### src/rtl/seq_divider.sv
// Iterative restoring divider: one quotient bit per clock, start/busy/done handshake.
// Define DIVIDER_SIGNED_EN to add the ctl0 port, signed operation and the FIXUP state.
module seq_divider #(
  parameter int WIDTH = 32
) (
  input  logic             clk,
  input  logic             reset,
  input  logic             start,
  input  logic [WIDTH-1:0] A,
  input  logic [WIDTH-1:0] B,
`ifdef DIVIDER_SIGNED_EN
  input  logic             ctl0,
`endif
  output logic [WIDTH-1:0] quotient,
  output logic [WIDTH-1:0] remainder,
  output logic             busy,
  output logic             done,
  output logic             DivZero,
  output logic             Zero,
  output logic             Overflow
);
  localparam int CW = $clog2(WIDTH) + 1;
  localparam logic [CW-1:0]  LAST = CW'(WIDTH);
  localparam logic [WIDTH:0] ONE  = (WIDTH+1)'(1);

  localparam logic [1:0] S_IDLE  = 2'd0;
  localparam logic [1:0] S_RUN   = 2'd1;
  localparam logic [1:0] S_DONE  = 2'd2;
`ifdef DIVIDER_SIGNED_EN
  localparam logic [1:0] S_FIXUP = 2'd3;
`endif

  logic [1:0]       state_q, state_d;
  logic [WIDTH-1:0] dvd_q, dvd_d;   // dividend in, quotient bits shift in at the LSB
  logic [WIDTH-1:0] dvs_q, dvs_d;
  logic [WIDTH-1:0] par_q, par_d;   // partial remainder; its WIDTH+1 form exists only as p_sh/t
  logic [CW-1:0]    cnt_q, cnt_d;
  logic [WIDTH-1:0] quo_q, quo_d, rem_q, rem_d;
  logic             dz_q, dz_d, zr_q, zr_d;
`ifdef DIVIDER_SIGNED_EN
  logic             negq_q, negq_d, negr_q, negr_d, ovf_q, ovf_d;
  logic             sa, sb;
`endif

  logic [WIDTH-1:0] a_in, b_in;
  logic [WIDTH:0]   p_sh, t;
  logic             qbit;

  always_comb begin
    a_in = A;
    b_in = B;
`ifdef DIVIDER_SIGNED_EN
    sa = ctl0 & A[WIDTH-1];
    sb = ctl0 & B[WIDTH-1];
    if (sa) a_in = -A;
    if (sb) b_in = -B;
`endif
  end

  // Subtract-and-test-sign step: T = P + ~{0,divisor} + 1
  always_comb begin
    p_sh = {1'b0, par_q, dvd_q[WIDTH-1]} >> 0;
    p_sh = {par_q, dvd_q[WIDTH-1]};
    t    = p_sh + ~{1'b0, dvs_q} + ONE;
    qbit = ~t[WIDTH];
  end

  always_comb begin
    state_d = state_q;
    dvd_d   = dvd_q;
    dvs_d   = dvs_q;
    par_d   = par_q;
    cnt_d   = cnt_q;
    quo_d   = quo_q;
    rem_d   = rem_q;
    dz_d    = dz_q;
    zr_d    = zr_q;
`ifdef DIVIDER_SIGNED_EN
    negq_d  = negq_q;
    negr_d  = negr_q;
    ovf_d   = ovf_q;
`endif
    case (state_q)
      S_IDLE: if (start) begin
        dvd_d   = a_in;
        dvs_d   = b_in;
        par_d   = '0;
        cnt_d   = '0;
        dz_d    = (B == '0);
        state_d = S_RUN;
`ifdef DIVIDER_SIGNED_EN
        negq_d  = sa ^ sb;
        negr_d  = sa;
        ovf_d   = sa && (A[WIDTH-2:0] == '0) && (B == '1);
`endif
      end
      S_RUN: if (cnt_q == LAST) begin
`ifdef DIVIDER_SIGNED_EN
        state_d = S_FIXUP;
`else
        state_d = S_DONE;
        quo_d   = dvd_q;
        rem_d   = par_q;
        zr_d    = (dvd_q == '0);
`endif
      end else begin
        par_d = qbit ? t[WIDTH-1:0] : p_sh[WIDTH-1:0];
        dvd_d = {dvd_q[WIDTH-2:0], qbit};
        cnt_d = cnt_q + CW'(1);
      end
`ifdef DIVIDER_SIGNED_EN
      S_FIXUP: begin
        quo_d   = negq_q ? -dvd_q : dvd_q;
        rem_d   = negr_q ? -par_q : par_q;
        zr_d    = (dvd_q == '0);  // negation never changes zero-ness
        state_d = S_DONE;
      end
`endif
      S_DONE:  state_d = S_IDLE;
      default: state_d = S_IDLE;
    endcase
  end

  always_ff @(posedge clk or posedge reset) begin
    if (reset) begin
      state_q <= S_IDLE;
      dvd_q   <= '0;
      dvs_q   <= '0;
      par_q   <= '0;
      cnt_q   <= '0;
      quo_q   <= '0;
      rem_q   <= '0;
      dz_q    <= 1'b0;
      zr_q    <= 1'b0;
`ifdef DIVIDER_SIGNED_EN
      negq_q  <= 1'b0;
      negr_q  <= 1'b0;
      ovf_q   <= 1'b0;
`endif
    end else begin
      state_q <= state_d;
      dvd_q   <= dvd_d;
      dvs_q   <= dvs_d;
      par_q   <= par_d;
      cnt_q   <= cnt_d;
      quo_q   <= quo_d;
      rem_q   <= rem_d;
      dz_q    <= dz_d;
      zr_q    <= zr_d;
`ifdef DIVIDER_SIGNED_EN
      negq_q  <= negq_d;
      negr_q  <= negr_d;
      ovf_q   <= ovf_d;
`endif
    end
  end

  assign quotient  = quo_q;
  assign remainder = rem_q;
  assign done      = (state_q == S_DONE);
  assign DivZero   = dz_q;
  assign Zero      = zr_q;
`ifdef DIVIDER_SIGNED_EN
  assign busy      = (state_q == S_RUN) || (state_q == S_FIXUP);
  assign Overflow  = ovf_q;
`else
  assign busy      = (state_q == S_RUN);
  assign Overflow  = 1'b0;
`endif

endmodule

### config.mk
export PLATFORM = sky130hd
export DESIGN_NAME = seq_divider
export DESIGN_NICKNAME = d
export VERILOG_FILES = /design/src/rtl/seq_divider.sv
export SDC_FILE = /design/constraint.sdc
export NUM_CORES = 1
export LEC_CHECK = 0
export BUFFER_PORTS_ARGS = -buffer_cell sky130_fd_sc_hd__buf_2
export CAP_MARGIN = 20
export CORE_ASPECT_RATIO = 0.7
export CORE_UTILIZATION = 52
export DETAILED_ROUTE_END_ITERATION = 8
export PLACE_DENSITY_LB_ADDON = 0.3
export SKIP_CTS_REPAIR_TIMING = 1
export SLEW_MARGIN = 0
export SYNTH_ARGS = -nofsm -noshare
export SYNTH_HDL_FRONTEND = slang
export SYNTH_SLANG_ARGS = --single-unit
### constraint.sdc
create_clock -name clk -period 5 [get_ports clk]
set_input_delay 0.75 -clock clk [delete_from_list [all_inputs] [get_ports clk]]
set_output_delay 0.75 -clock clk [all_outputs]
set_load 0.05 [all_outputs]
Yosys cells after proc, flatten, opt, wreduce, memory -nomap -nowiden --
Index checks and enable logic that the tools add are counted.
Cells by class: add/sub/neg operators 3, multipliers 0, div/mod/pow operators 0, order comparisons 0, equality and inequality tests 6, shifts and indexed selects 0, multiplexer cells 13, bitwise gates (word level) 2, reduce and logical (&&, ||, !) cells 8
Operator list (count):
- $mux W32 | 5
- $pmux W32 S2 | 2
- $logic_not A32 Y1 | 2
- $add A33 B1 Y33 const B | 1
- $add A33 B33 Y33 | 1
- $not A32 Y33 | 1
- $mux W6 | 2
- $pmux W6 S2 | 1
- $add A6 B1 Y6 const B | 1
- $eq A6 B6 Y1 const B | 1
- $reduce_and A2 Y1 | 3
- $mux W2 | 2
- $ne A2 B2 Y1 const B | 2
- $pmux W2 S2 | 1
- $reduce_and A3 Y1 | 1
- $eq A2 B1 Y1 const B | 1
- $eq A2 B2 Y1 const B | 1
- $logic_not A2 Y1 | 1
- $ne A2 B1 Y1 const B | 1
- $reduce_bool A2 Y1 | 1
- $not A1 Y1 | 1
Word-level totals: register bits after elaboration 170, bits in latches 0, bits in writable memories 0, bits in read-only memories 0, input port bits 67, output and inout bits 69, memories 0

Longest topological paths before layout --
Gate-level depths: netlist (run 1).
depth in word-level cells 6, gate-level depth with buffers 14, gate-level depth less buffers 13

Worst setup path after synthesis (run 1) --
OpenSTA, ideal clock, no wires.
path type reg-to-reg, start reg dvd_q[31], end reg par_q[20], arrival 2.695 ns, slack 2.172 ns, cell stages (with the launch flop) 15, cells stage by stage dfrtp_1 inv_1 ha_1 inv_1 fa_1 a211oi_1 o21a_1 a211o_1 a211oi_2 o21ai_1 a21oi_2 xnor2_2 buf_6 mux2i_1 o21ai_1
On the way: cells in the longest elaborated chain, start to end 5
RTL lines:
- start: declaration | line 34 | logic [WIDTH-1:0] dvd_q, dvd_d;
- start signal: assignment | line 142 | dvd_q <= dvd_d;
- $add A33 B33 Y33 | line 64 | t = p_sh + ~{1'b0, dvs_q} + ONE;
- $add A33 B1 Y33 | line 64
- $mux W32 | line 107 | par_d = qbit ? t[WIDTH-1:0] : p_sh[WIDTH-1:0];
- $mux W32 | line 97 | S_RUN: if (cnt_q == LAST) begin
- $pmux W32 S2 | line 83 | case (state_q)
- end signal: assignment | line 144 | par_q <= par_d;
- end: declaration | line 36 | logic [WIDTH-1:0] par_q, par_d;
No other way between the ends. The select of a mux whose other input is x is not followed. A chain may end at the register's enable or synchronous reset.

Final worst setup path (run 1) --
start reg dvd_q[31], end reg par_q[22]
Same word-level chain as after synthesis.

==> results of run 1 <==
[cells in the mapped netlist, drive strengths merged, types with 2 or more instances]
cell type / number / area (µm²)
o311ai: 14 / 228
clkbuf: 32 / 120
a211oi: 5 / 42.5
a21oi: 36 / 184
nand4: 10 / 62.6
o21a: 5 / 37.5
xnor2: 19 / 174
nor2b: 5 / 31.3
nor4: 17 / 106
a21o: 6 / 45.0
a31oi: 35 / 219
or3: 3 / 18.8
and3: 4 / 25.0
mux2i: 15 / 150
o2111ai: 2 / 17.5
mux2: 65 / 732
nand3: 30 / 150
inv: 45 / 169
buf: 15 / 97.6
nand2: 151 / 567
o41ai: 2 / 17.5
o31ai: 4 / 30.0
ha: 34 / 425
o211ai: 2 / 15.0
nor2: 52 / 195
and2: 4 / 25.0
o21bai: 5 / 37.5
xor2: 14 / 123
nand2b: 3 / 18.8
a41oi: 3 / 26.3
o21ai: 71 / 359
nor3: 3 / 15.0
dfrtp: 170 / 4250
[kinds of logic after synthesis]
kind of cell	after synthesis	synth area share, %
compound gates	197	14.9
xor+xnor	33	3.36
fa+ha+maj	35	5.05
buf+inv	93	4.42
flops	170	48.2
mux	80	9.99
other cells	1	0.0425
simple gates	285	14.0
[state kept, by name, indices dropped and copies added, names as in the netlist]
| register | count |
|---|---|
| DivZero | 1 |
| Zero | 1 |
| cnt_q | 6 |
| dvd_q | 32 |
| dvs_q | 32 |
| par_q | 32 |
| quotient | 32 |
| remainder | 32 |
| state_q | 2 |
[area by class of cell]
| cell class | count | area (µm²) | share of cell area (%) |
|---|---|---|---|
| Timing Repair Buffer | 146 | 773 | 7.57 |
| Clock inverter | 13 | 97.6 | 0.955 |
| Clock buffer | 19 | 433 | 4.24 |
| Inverter | 46 | 176 | 1.73 |
| Sequential cell | 170 | 4250 | 41.6 |
| Tap cell | 225 | 282 | 2.75 |
| Multi-Input combinational cell | 631 | 4200 | 41.1 |
[per-layer routing]
layer | wire (µm) | part of all wire (%)
met3 | 985 | 4.8
met1 | 10800 | 52
met4 | 276 | 1.3
met2 | 8660 | 42
met5 | 0 | 0
[how the worst min path moves through the flow]
stage	from	to	slack [ns]	cells past startpoint
2_1_floorplan	dvs_q[0]	dvs_q[0]	0.45	2
3_3_place_gp	dvs_q[0]	dvs_q[0]	0.47	2
3_5_place_dp	dvs_q[0]	dvs_q[0]	0.47	2
4_1_cts	dvs_q[0]	dvs_q[0]	0.49	2
5_1_grt	quotient[13]	quotient[13]	0.52	1
6_report	dvs_q[0]	dvs_q[0]	0.49	2
[tightest hold or removal path, stage by stage, from the launching register on]
cell,delay [ns]
dfrtp_1,0.35
nand2_1,0.06
nand2_1,0.06
[per-stage QoR]
stage	cells	hold slack (ns)	area, µm²	util [%]	setup slack (ns)
after floorplan	894	0.450	8830	-	2.08
after global routing	1250	0.516	10200	62.1	1.45
after detailed placement	1218	0.475	9690	58.9	1.70
after global placement	1218	0.474	9690	58.9	1.85
final	1250	0.491	10200	62.1	1.67
after CTS	1250	0.490	10200	62.1	1.69
==> flow_summary.ini, run 1 <==
[critical_path]
largest_delay_contributor_family_on_the_critical_path = compound AO/OA/AOI/OAI gates
timing.critical_path.from = dvd_q[31]
regToRegSetupSlack_ns = 1.67
timing.critical_path.slowest_cell_delay_ns = 0.42
worst-path-buf-inv = 3
critical_path.max_fanout = 28
crit_type = flip-flop to flip-flop
startpoint_type = flip-flop
r2r_worst_path_depth = 14
cell_at_the_slowest_stage_of_the_critical_path = dfrtp_1
cp_data_arrival_time_ns = 3.64
crit_chain = inv_1 -> ha_1 -> inv_1 -> fa_1 -> a211oi_1 -> o21a_1 -> a211o_1 -> a211oi_2 -> o21ai_1 -> a21oi_2 -> xnor2_4 -> buf_4 -> mux2i_1 -> o21ai_1
nature_of_the_critical_path_endpoint = flip-flop
worstReg2RegStart = dvd_q[31]
crit_cells = 14
worst_ep_required_time_ns = 5.30
critPathCapture = par_q[22]
reg2reg_to = par_q[22]

[drt]
drc_errors = 0
detail_route.vias_per_cell = 5.62
drt.antenna.violating_nets = 0
dr_total_vias = 7024
route.final.wire_length_um = 20700
drt_first_pass_iters = 5
route.detailed.wl_per_inst_um = 16.6
detail_route.iter0.violations = 560

[sta]
setup_viol = 0
finalSetupTns_ns = 0
max-slew-margin-rel_pct = 33.6
finalCritPeriodShare_pct = 66.6
worstMarginPinSlew_ns = 0.994
period_needed_ns = 3.33
hold_viol_final = 0
fin_skew_ns = 0.0112
max_freq_ghz = 0.300
rsz_0062_raised_after_global_routing = no
finalMaxSlewViolations = 0

[grt]
grt.busiest_layer = met1
grt_antenna_before_repair = 0
met1_usage_pct = 39.9
grt.met2_usage_pct = 33.8
grt_start_max_net_pins = 171
global_route.usage.met3_pct = 5.08
global_route_wire_length_before_repair_um = 34200
grt_overflow = 0
gr-usage-all-layers_pct = 25.2
grt_pass1_vias = 6481

[die]
fp-row-count = 39
die_width_um = 158
boundaryPins = 136
floorplan.initialDensity_pct = 53.7
fp.dieArea_um2 = 17500
die_height_um = 111
core_area_um2 = 16400

[final_layout]
layout_common_cells = 170 x dfrtp_1, 151 x nand2_1, 134 x buf_2, 65 x mux2_2, 53 x o21ai_0
layout.nets = 1114
relative_area_change_from_synthesis_to_final_layout_pct = 15.8
filler_cell_count = 1385
layout_commonest_cell = dfrtp_1
antenna_cells_inserted = 0
final_layout_size_suffix_gt1_share_pct = 25.7

[clock_network]
cts.root.buffer_cell = clkbuf_16
cts_buffers = 17
tritoncts = built
cts.path.max_buffers = 2
htree_num_levels = 4
tritoncts_num_sinks = 170
path_clk_slew_ns = 0.06
clk_latency_ns = 0.43

[yosys]
syn-instance-count = 894
synth-seq-area-share_pct = 48.2
synthFlopType = dfrtp_1
synth_area_per_cell_um2 = 9.87
syn_nets = 996
synth-edff-count = 0
share_of_flip_flops_with_an_asynchronous_set_or_reset_pct = 100
synth-seq-cells = 170
ys_warn_count = 0
syn_area_um2 = 8830
synth_cell_type_count = 55

[placed_design]
place.detailed.hpwl_um = 14400
place.gp.congestion = 0.925
buffer_ports.inserted = 134

[worst_hold_path]
holdCritPathClass = flip-flop to flip-flop

[run]
cap_viol_max_count = 0

[run_status]
run_status = complete, no violations
Power of run 1 is left out: the tool's default activity adds up to more than one toggle a clock period on the data nets, which glitch-free logic cannot reach.
==> inputs of run 2 (changes only) <==
--- a/config.mk
+++ b/config.mk
@@ -5,10 +5,11 @@
 export SDC_FILE = /design/constraint.sdc
 export NUM_CORES = 1
 export LEC_CHECK = 0
+export ABC_AREA = 1
 export BUFFER_PORTS_ARGS = -buffer_cell sky130_fd_sc_hd__buf_2
 export CAP_MARGIN = 20
 export CORE_ASPECT_RATIO = 0.7
-export CORE_UTILIZATION = 52
+export CORE_UTILIZATION = 53
 export DETAILED_ROUTE_END_ITERATION = 8
 export PLACE_DENSITY_LB_ADDON = 0.3
 export SKIP_CTS_REPAIR_TIMING = 1
==> constraint.sdc (replaced) <==
create_clock -name clk -period 2.85 [get_ports clk]
set_input_delay 0.4275 -clock clk [delete_from_list [all_inputs] [get_ports clk]]
set_output_delay 0.4275 -clock clk [all_outputs]
set_load 0.05 [all_outputs]
==> run 2 against run 1 <==
The run now ends with design-rule violations left. Routed wire length up 29%. Hold slack worse by 0.29 ns. Synthesized cell count up 58%. Register-to-register slack worse by 1.5 ns. Highest routed layer unchanged.
==> flow_summary.ini, run 2 <==
[run_status]
run_status = complete, but fails checks
violations = design-rule violations

[yosys]
share_of_flip_flops_with_an_asynchronous_set_or_reset_pct = 100
syn_nets = 1512
yosys.area.top_type_share_pct = 42.6
synth-seq-cells = 170
syn-instance-count = 1410
area_fraction_in_and_or_nand_and_nor_cells_after_synthesis_pct = 29.4
synthFlopType = dfrtp_1
synth-edff-count = 0
muxShareOfSynthArea_pct = 0
syn_area_um2 = 9980
synth-seq-area-share_pct = 42.6
synth_cell_type_count = 39
complex_gate_fraction_of_the_synthesized_area_pct = 10.3
synth_area_per_cell_um2 = 7.08
combinational_family_with_the_most_area_after_synthesis = simple AND/OR/NAND/NOR gates
synthAdderAreaFrac_pct = 4.46
netlist_top_cells_area = dfrtp_1 43%, nand2_1 19%, inv_1 9.3%
synth_most_common_cell = nand2_1
synth_commonest_cells = 516 x nand2_1, 246 x inv_1, 170 x dfrtp_1
post_synth_xor_area_fraction_pct = 1.32
synth_top_area_cell = dfrtp_1
ys_warn_count = 0

[sta]
hold_ws_ns = 0.196
hold_viol_final = 0
max_freq_ghz = 0.378
worstMarginPinSlew_ns = 0.999
finalMaxSlewViolations = 0
max-slew-margin-rel_pct = 33.0
final_critical_path_setup_slack_ns = 0.204
setup_viol = 0
period_needed_ns = 2.65
finalCritPeriodShare_pct = 92.8
fin_skew_ns = 0.0109

[placed_design]
place.detailed.hpwl_um = 20000
buffer_ports.inserted = 134
dp_slack_ns = 0.157
placed_cells_incl_taps = 1745
place.gp.congestion = 0.965

[critical_path]
startpoint_type = flip-flop
timing.critical_path.slowest_cell_delay_ns = 0.43
critical_path.max_fanout = 20
worstReg2RegStart = dvd_q[31]
largest_delay_contributor_family_on_the_critical_path = simple AND/OR/NAND/NOR gates
crit_chain = inv_1 -> ha_1 -> inv_1 -> fa_1 -> nand2_1 -> nand2_1 -> nand3_2 -> nand2_2 -> nand2_2 -> nand2_2 -> nand2_4 -> nand2_4 -> nand2_4 -> buf_6 -> nand3_1 -> nand3_1 -> nand2_1
worst_ep_required_time_ns = 3.16
crit_type = flip-flop to flip-flop
worst-path-buf-inv = 3
cp_data_arrival_time_ns = 2.96
nature_of_the_critical_path_endpoint = flip-flop
timing.critical_path.from = dvd_q[31]
cell_at_the_slowest_stage_of_the_critical_path = fa_1

[clock_network]
clk_latency_ns = 0.44
cts.path.max_buffers = 2
cts.root.buffer_cell = clkbuf_16
tritoncts_num_sinks = 170
htree_num_levels = 4
path_clk_slew_ns = 0.07
cts_buffers = 17
tritoncts = built

[final_layout]
layout_commonest_cell = nand2_1
final_layout_size_suffix_gt1_share_pct = 13.0
final-instance-count-excl-fill = 1777
utilization_pct = 63.0
relative_area_change_from_synthesis_to_final_layout_pct = 14.9
layout_common_cells = 515 x nand2_1, 245 x inv_1, 170 x dfrtp_1, 134 x buf_2, 115 x o21ai_0
layout.nets = 1630
antenna_cells_inserted = 0
filler_cell_count = 1653

[run]
cap_viol_max_count = 0

[drt]
drt.antenna.violating_nets = 0
drc_errors = 5
drt_first_pass_iters = 7
detail_route.vias_per_cell = 5.22
route.detailed.wl_per_inst_um = 15.0
detail_route.iter0.violations = 795
dr_total_vias = 9279
route.final.wire_length_um = 26700

[grt]
grt_start_max_net_pins = 70
grt_pass1_vias = 8417
global_route_wire_length_before_repair_um = 42900
grt_antenna_before_repair = 0
gr-usage-all-layers_pct = 28.4
grt_overflow = 0

[die]
die_height_um = 117
fp.dieArea_um2 = 19400
die_width_um = 166
fp-row-count = 41
floorplan.initialDensity_pct = 54.8
boundaryPins = 136
core_area_um2 = 18200

[worst_hold_path]
holdCritPathClass = input pin to async pin
run 2: kinds of logic after synthesis:
| family | count (synthesis) |
|---|---|
| AOI/OAI and AO/OA | 185 |
| xor gates and xnor gates | 15 |
| adders and majority gates | 35 |
| buffers and inverters | 299 |
| DFF | 170 |
| other | 1 |
| and+or+nand+nor | 705 |
run 2: metrics by stage:
step	TNS [ns]	area, µm²
2_1_floorplan	0	9980
3_3_place_gp	0	10900
3_5_place_dp	0	10900
4_1_cts	0	11500
5_1_grt	-0.0118	11500
6_report	0	11500
run 2: per-layer routing:
metal	vias to the layer above	GRT usage, %	wire (µm)
li1	4648	-	-
met5	-	0	0
met4	0	7.29	435
met2	341	43.0	11400
met1	4252	42.4	12800
met3	38	4.88	2040
run 2: path summary, 6_finish.rpt:
| path | end | slack (ns) | cells past startpoint |
|---|---|---|---|
| min | quotient[23] | 0.20 | 2 |
| min in group clk | dvs_q[24] | 0.21 | 3 |
| min reg2reg | cnt_q[5] | 0.47 | 1 |
| max | par_q[19] | 0.20 | 17 |
| max reg2reg | par_q[19] | 0.20 | 17 |
| max in group asynchronous | par_q[8] | 1.91 | 3 |
run 2: layout make-up:
class	instances	area, µm²	share of cell area [%]
tap	236	295	2.58
multi-input combinational	941	4560	39.7
timing repair buffer	148	833	7.27
clock inverter	15	158	1.37
sequential	170	4250	37.1
clock buffer	17	425	3.71
inverter	250	943	8.23
Power of run 2 is left out for the same reason.
==> inputs of run 3 (changes only) <==
--- a/config.mk
+++ b/config.mk
@@ -5,11 +5,10 @@
 export SDC_FILE = /design/constraint.sdc
 export NUM_CORES = 1
 export LEC_CHECK = 0
-export ABC_AREA = 1
 export BUFFER_PORTS_ARGS = -buffer_cell sky130_fd_sc_hd__buf_2
 export CAP_MARGIN = 20
 export CORE_ASPECT_RATIO = 0.7
-export CORE_UTILIZATION = 53
+export CORE_UTILIZATION = 52
 export DETAILED_ROUTE_END_ITERATION = 8
 export PLACE_DENSITY_LB_ADDON = 0.3
 export SKIP_CTS_REPAIR_TIMING = 1
==> run 3 against run 2 <==
The run ends with negative setup slack left. Clock skew is 0.0011 ns lower. Fmax is 8.6% lower. Clock-buffer cell count is 2 higher. Global-route usage is 2.6 points lower. Highest routed layer unchanged. First-iteration DRC count is 20% lower.
==> flow_summary.ini, run 3 (synthesis gave the netlist of run 1 again) <==
[critical_path]
cp_data_arrival_time_ns = 3.19
r2r_worst_path_depth = 15
crit_cells = 15
crit_chain = inv_1 -> ha_2 -> inv_2 -> fa_2 -> a211oi_2 -> o21a_1 -> a211o_1 -> a211oi_2 -> o21ai_2 -> a21oi_4 -> xnor2_4 -> buf_12 -> buf_12 -> mux2i_1 -> o21ai_1
worst_ep_required_time_ns = 3.15
startpoint_type = flip-flop
worst-path-buf-inv = 4
crit_type = flip-flop to flip-flop
nature_of_the_critical_path_endpoint = flip-flop
timing.critical_path.slowest_cell_delay_ns = 0.38
largest_delay_contributor_family_on_the_critical_path = compound AO/OA/AOI/OAI gates
critical_path.max_fanout = 8
cell_at_the_slowest_stage_of_the_critical_path = dfrtp_1

[run]
cap_viol_max_count = 0

[die]
floorplan.initialDensity_pct = 53.7
fp-row-count = 39
boundaryPins = 136
core_area_um2 = 16400
die_height_um = 111
fp.dieArea_um2 = 17500
die_width_um = 158

[final_layout]
layout_commonest_cell = dfrtp_1
finish.instance_area_um2 = 10900
layout.nets = 1160
relative_area_change_from_synthesis_to_final_layout_pct = 23.6
filler_cell_count = 1332
antenna_cells_inserted = 0
layout_common_cells = 170 x dfrtp_1, 151 x nand2_1, 134 x buf_2, 65 x mux2_2, 52 x o21ai_0
final-instance-count-excl-fill = 1296
final_layout_size_suffix_gt1_share_pct = 30.1

[sta]
finalCritPeriodShare_pct = 102
fin_skew_ns = 0.00980
finalMaxSlewViolations = 0
hold_viol_final = 0
max_freq_ghz = 0.346
max-slew-margin-rel_pct = 45.3
hold_ws_ns = 0.222
period_needed_ns = 2.89
rsz_0062_raised_after_global_routing = yes
worstMarginPinSlew_ns = 0.818
final_critical_path_setup_slack_ns = -0.0431
setup_viol = 18

[placed_design]
place.detailed.hpwl_um = 15100
buffer_ports.inserted = 134
placed_cells_incl_taps = 1254
place.gp.congestion = 0.907
detailed_place.area_um2 = 10000

[clock_network]
tritoncts_num_sinks = 170
path_clk_slew_ns = 0.06
clk_latency_ns = 0.43
cts.path.max_buffers = 2
cts_buffers = 17
tritoncts = built
htree_num_levels = 4
cts.root.buffer_cell = clkbuf_16

[grt]
global_route_wire_length_before_repair_um = 35000
grt_start_max_net_pins = 100
grt_pass1_vias = 6787
grt_overflow = 0
gr-usage-all-layers_pct = 25.8
grt_antenna_before_repair = 0

[drt]
route.detailed.wl_per_inst_um = 17.0
drt.antenna.violating_nets = 0
route.final.wire_length_um = 22000
drc_errors = 0
drt_first_pass_iters = 5
dr_total_vias = 7231
detail_route.iter0.violations = 636
detail_route.vias_per_cell = 5.58

[worst_hold_path]
holdCritPathClass = input pin to flip-flop
whs_path_depth = 3

[run_status]
run_status = complete, but fails checks
violations = negative setup slack
-- run 3: final cells by class --
type	count	area, µm²	share of cell area, %
clock inverters	13	190	1.74
flip-flops and latches	170	4250	39.0
clock buffers	19	433	3.97
well taps	225	282	2.58
repair buffers	192	1290	11.9
inverters	46	176	1.62
multi-input cells	631	4280	39.2
-- run 3: per-layer routing --
metal	vias to the layer above	routed length (µm)	global-route usage, %
met1	3525	11200	40.3
li1	3471	-	-
met5	-	0	0
met4	0	151	5.63
met3	13	1190	5.12
met2	222	9520	36.7
-- run 3: path summary, 6_finish.rpt --
kind,start,to,slack [ns]
hold reg to reg,remainder[12],remainder[12],0.50
max in group asynchronous,reset,remainder[2],1.50
setup reg to reg,dvd_q[31],par_q[15],-0.04
min in group asynchronous,reset,dvd_q[17],0.52
setup / recovery,dvd_q[31],par_q[15],-0.04
hold / removal,B[15],dvs_q[15],0.22
-- run 3: metrics by stage --
step	worst slack (ns)	TNS [ns]	util, %
final	-0.0431	-0.404	66.3
after global routing	-0.181	-4.35	66.3
after CTS	-0.0793	-0.713	64.8
after detailed placement	-0.0523	-0.261	61.0
after global placement	-0.0524	-0.0599	61.0
after floorplan	0.0223	0	-
-- run 3: worst reg2reg max path, delay by kind of cell (launching register included) --
family | cells | cell delay [ns]
muxes | 1 | 0.20
buffers and inverters | 4 | 0.41
adders and majority gates | 2 | 0.52
xor gates and xnor gates | 1 | 0.19
AOI/OAI and AO/OA | 7 | 1.08
DFF | 1 | 0.38
Power of run 3 is left out for the same reason.
